--- config.mk ---
export PLATFORM = sky130hd
export DESIGN_NAME = gpio_port_irq
export DESIGN_NICKNAME = d
export VERILOG_FILES = /design/src/rtl/gpio_port_irq.sv
export SDC_FILE = /design/constraint.sdc
export NUM_CORES = 1
export LEC_CHECK = 0
export BUFFER_PORTS_ARGS = -buffer_cell sky130_fd_sc_hd__buf_2
export CAP_MARGIN = 0
export CORE_MARGIN = 4
export CORE_UTILIZATION = 45
export CTS_BUF_LIST = sky130_fd_sc_hd__clkbuf_2 sky130_fd_sc_hd__clkbuf_4 sky130_fd_sc_hd__clkbuf_8
export DETAILED_ROUTE_END_ITERATION = 16
export PLACE_DENSITY = 0.83
export SYNTH_ARGS = -nofsm -noshare
export SYNTH_HDL_FRONTEND = slang
export SYNTH_SLANG_ARGS = --single-unit
--- constraint.sdc ---
create_clock -name MCLK -period 1.3 [get_ports MCLK]
set_input_delay 0.13 -clock MCLK [delete_from_list [all_inputs] [get_ports MCLK]]
set_output_delay 0.13 -clock MCLK [all_outputs]
set_load 0.02 [all_outputs]
--- src/rtl/gpio_port_irq.sv ---
// gpio_port_irq: input synchroniser, per-pin edge detection, interrupt flags,
// priority vector and port interrupt request for one GPIO port.
// The interrupt vector clears on read: a vector read clears the flag it reported.
module gpio_port_irq #(
  parameter int WIDTH       = 8,
  parameter int SYNC_STAGES = 2
) (
  input  logic             MCLK,
  input  logic             RST_n,
  input  logic [WIDTH-1:0] PxIN_raw,
  input  logic [WIDTH-1:0] PxIES,
  input  logic [WIDTH-1:0] PxIE,
  input  logic             PxIFG_wr,
  input  logic [WIDTH-1:0] PxIFG_wdata,
  input  logic             PxIV_rd,
  output logic [WIDTH-1:0] PxIN,
  output logic [WIDTH-1:0] PxIFG,
  output logic [15:0]      PxIV,
  output logic             IRQ
);

  // The arm counter saturates once the synchroniser and prev register have
  // both been refilled with real pin data after reset.
  localparam int ARM_MAX = SYNC_STAGES + 1;
  localparam int ARM_W   = $clog2(ARM_MAX + 1);

  logic [SYNC_STAGES-1:0][WIDTH-1:0] sync_reg;
  logic [WIDTH-1:0]                  prev_reg;
  logic [ARM_W-1:0]                  arm_cnt_reg;
  logic [WIDTH-1:0]                  ifg_reg;
  logic [WIDTH-1:0]                  ifg_next;
  logic [WIDTH-1:0]                  edge_det;
  logic [WIDTH-1:0]                  pend;
  logic [WIDTH-1:0]                  clr_mask;
  logic [15:0]                       iv_next;
  logic                              armed;

  assign PxIN  = sync_reg[SYNC_STAGES-1];
  assign armed = (arm_cnt_reg == ARM_W'(ARM_MAX));

  // Synchroniser chain: stage 0 samples the pads, later stages shift along.
  always_ff @(posedge MCLK) begin
    if (!RST_n) begin
      sync_reg <= '0;
    end else begin
      sync_reg[0] <= PxIN_raw;
      for (int s = 1; s < SYNC_STAGES; s++) begin
        sync_reg[s] <= sync_reg[s-1];
      end
    end
  end

  // Previous synchronised value for edge detection, plus the arm counter
  // that keeps the first post-reset transitions from looking like edges.
  always_ff @(posedge MCLK) begin
    if (!RST_n) begin
      prev_reg    <= '0;
      arm_cnt_reg <= '0;
    end else begin
      prev_reg <= PxIN;
      if (!armed) begin
        arm_cnt_reg <= arm_cnt_reg + ARM_W'(1);
      end
    end
  end

  // Per-pin edge qualifier: the selected direction only, and only once armed.
  generate
    for (genvar gi = 0; gi < WIDTH; gi++) begin : g_edge
      assign edge_det[gi] = armed &
        ((~prev_reg[gi] &  PxIN[gi] & ~PxIES[gi]) |
         ( prev_reg[gi] & ~PxIN[gi] &  PxIES[gi]));
    end
  endgenerate

  // Priority encode of the enabled pending flags; the lowest index wins and
  // clr_mask marks the single flag that a vector read would clear.
  always_comb begin
    pend     = ifg_reg & PxIE;
    iv_next  = '0;
    clr_mask = '0;
    for (int i = WIDTH - 1; i >= 0; i--) begin
      if (pend[i]) begin
        iv_next     = 16'((i + 1) * 2);
        clr_mask    = '0;
        clr_mask[i] = 1'b1;
      end
    end
  end

  // Flag next state: software write beats read-clear, and a same-cycle edge
  // always survives either of them.
  always_comb begin
    ifg_next = ifg_reg | edge_det;
    if (PxIFG_wr) begin
      ifg_next = PxIFG_wdata | edge_det;
    end else if (PxIV_rd) begin
      ifg_next = (ifg_reg & ~(clr_mask & ~edge_det)) | edge_det;
    end
  end

  // Interrupt flag register.
  always_ff @(posedge MCLK) begin
    if (!RST_n) begin
      ifg_reg <= '0;
    end else begin
      ifg_reg <= ifg_next;
    end
  end

  assign PxIFG = ifg_reg;
  assign PxIV  = iv_next;
  assign IRQ   = |pend;

endmodule
==> metrics.cfg <==
[sta]
post-route-period-util_pct=124
setup_viol_count_final=5
clock_skew_ns=0.00463
post-route-worst-setup-slack_ns=-0.308
timing_hold_violations_final=0
worst_hold_margin_ns=0.0222
grt_setup_unrepaired=true
report.final.slew_viol_count=0
timing.fmax_mhz=622
finalWorstPathRequiredPeriod_ns=1.61
setup_tns_ns=-1.23

[clocking]
cts.reportedPaths.clkPinSlew_ns=0.10
clkSinkCount=34
insertion_delay_ns=0.32
h_tree_lvls=2
clock_tree_from_tritoncts=done
max-clock-path-buffers=2
cts.root.buffer_cell=sky130_fd_sc_hd__clkbuf_4
cts-buffers-inserted=5

[logic_synthesis]
synth_enable_flop_cells=0
syn_inst=171
syn_area_per_cell_um2=8.98
netlist_top_cells_area=sky130_fd_sc_hd__dfxtp_1 44%, sky130_fd_sc_hd__and2_1 9.8%, sky130_fd_sc_hd__buf_4 9.8%
synth_largest_type_area_fraction_pct=44.3
synth.ff_latch_count=34
synth_async_sr_flop_share_pct=0
yosys_warnings=0
synthDistinctLibCells=34
synth.cell_area_um2=1540
yosys.cell_count.top_type=sky130_fd_sc_hd__dfxtp_1
synth_flop_cell=sky130_fd_sc_hd__dfxtp_1
yosysTopAreaCell=sky130_fd_sc_hd__dfxtp_1
synth_seq_area_share_pct=44.3
commonest_cells_in_the_synthesized_netlist=34 x sky130_fd_sc_hd__dfxtp_1, 24 x sky130_fd_sc_hd__and2_1, 20 x sky130_fd_sc_hd__buf_4

[global_route]
track_usage_pct=14.7
grt_first_pass_wirelength_mm=4.87
first_global_vias=1164
pin_count_of_the_biggest_net_entering_global_routing=23
antenna_found_initial=0
grt_remaining_overflow=0

[detailed_routing]
first_iter_violations=46
postRouteWirelength_mm=3.22
drt.antenna.violating_nets=0
viasPerCell=4.60
num_vias=1294
drt-pass1-iter-count=4
route.detailed.drc=0
drt-wirelength-per-cell_um=11.5

[min_path]
hp-class=primary input to register
worst_hold_startpoint=PxIN_raw[1]

[setup_path]
type_of_destination_of_the_critical_path=output pin
cp.arrival_ns=1.48
worst-path-max-fanout=2
regToRegStartpoint=PxIFG[5]
crit_start=PxIFG[5]
critPathLaunchType=register
worst-endpoint-required_ns=1.17
ws_path_type=register to output pin

[finish]
final_layout_size_suffix_gt1_share_pct=37.1
multiInputGateArea_um2=714
antenna_cells_inserted=0
synthToLayoutAreaGrowth_pct=31.0
fin_nets=273
seqCellArea_um2=688
n_fill_cell=289
final_core_utilization_pct=63.8

[placement]
portBuffers=56
globalplace.congestion=0.784
dpl.hpwl_mm=2.35
place_worst_setup_slack_ns=-0.0283

[floorplan]
die_w_um=66.4
initial_utilization_pct=48.7
area_of_the_die_um2=4410
core_area_um2=3150
io-pin-count=69
die_h_um=66.4
floorplan.rows=20

[run_status]
failed_checks=negative setup slack
run_status=complete, but fails checks

[pwr]
power_dens_cells_nw_per_um2=1120
power_leakage_nw=0.926
report.power.total_w=0.00226
peakVddDrop_mv=0.922

[job]
max_cap_violations=0

## report_power, final
part	total (W)	internal (W)	switching, W
Sequential	0.00114	0.00110	0.0000365
Clock	0.000695	0.000369	0.000325
Combinational	0.000428	0.000202	0.000225
## final cells by class
cell class,instances,area share [%]
Inverter,7,1.31
Clock buffer,8,3.92
Timing Repair Buffer,71,22.3
Sequential cell,34,34.2
Multi-Input combinational cell,117,35.5
Tap cell,44,2.74
## metal layers
metal	track usage, %	vias up	wire [um]
met5	0	-	0
met4	4.57	0	13
met3	6.46	2	315
met2	25.5	53	1600
met1	15.9	561	1290
li1	-	678	-
## stage by stage
stage / std cells / instance area, um2
after floorplan: 182 / 1580
after global placement: 261 / 1760
after detailed placement: 261 / 1760
after CTS: 277 / 1960
after global routing: 281 / 2010
final: 281 / 2010
## worst paths after layout
kind                               endpoint  slack [ns]  cells past startpoint
worst min register to register      PxIN[7]        0.44                      1
worst min-delay path            sync_reg[1]        0.02                      2
worst max-delay path                PxIV[1]       -0.31                      5
worst max register to register     PxIFG[6]        0.08                      5
## cells in the final DEF (no fill, tap or decap), types with 2 or more instances in the layout
cell	netlist	layout
sky130_fd_sc_hd__clkbuf_4	0	5
sky130_fd_sc_hd__a31oi_1	2	2
sky130_fd_sc_hd__a21oi_1	9	9
sky130_fd_sc_hd__dlygate4sd3_1	0	7
sky130_fd_sc_hd__dfxtp_1	34	28
sky130_fd_sc_hd__buf_4	20	8
sky130_fd_sc_hd__dfxtp_2	0	6
sky130_fd_sc_hd__nand2b_1	7	6
sky130_fd_sc_hd__nor3b_1	4	4
sky130_fd_sc_hd__and2_1	24	24
sky130_fd_sc_hd__nand2_1	17	16
sky130_fd_sc_hd__buf_6	1	6
sky130_fd_sc_hd__o21ai_0	5	5
sky130_fd_sc_hd__conb_1	1	12
sky130_fd_sc_hd__a22o_1	2	2
sky130_fd_sc_hd__a311o_1	3	3
sky130_fd_sc_hd__buf_2	0	50
sky130_fd_sc_hd__a22oi_2	0	3
sky130_fd_sc_hd__inv_1	6	6
sky130_fd_sc_hd__o22ai_1	4	4
sky130_fd_sc_hd__a22oi_1	6	3
sky130_fd_sc_hd__nor2_1	8	7
sky130_fd_sc_hd__clkbuf_8	1	3
## repair_timing
action | 4_1_cts | 5_1_grt
hold buffers | 6 | 1
hold endpoints to repair | 6 | 1
pin swaps | 5 | 6
endpoints found under the setup margin | 5 | 6
buffers inserted | 2 | 3
resized for setup | 13 | 6
## worst max-delay path, stage by stage, from the launching register on
cell,delay (ns)
sky130_fd_sc_hd__dfxtp_2,0.36
sky130_fd_sc_hd__nand2_2,0.05
sky130_fd_sc_hd__a32o_1,0.23
sky130_fd_sc_hd__a22o_1,0.20
sky130_fd_sc_hd__a22o_1,0.19
sky130_fd_sc_hd__buf_6,0.13
## logic make-up (layout without fill, tap and decap cells)
group           count (synthesis)  count (layout)  synth area share, %
fa+ha+maj                       1               1                0.815
flops                          34              34                 44.3
other cells                     1              12                0.244
mux                             1               1                0.652
compound gates                 38              38                 17.2
xor+xnor                        1               1                0.571
simple gates                   64              64                 22.6
buf+inv                        31              86                 13.6
No activity file was read; power rests on OpenSTA's default activity.
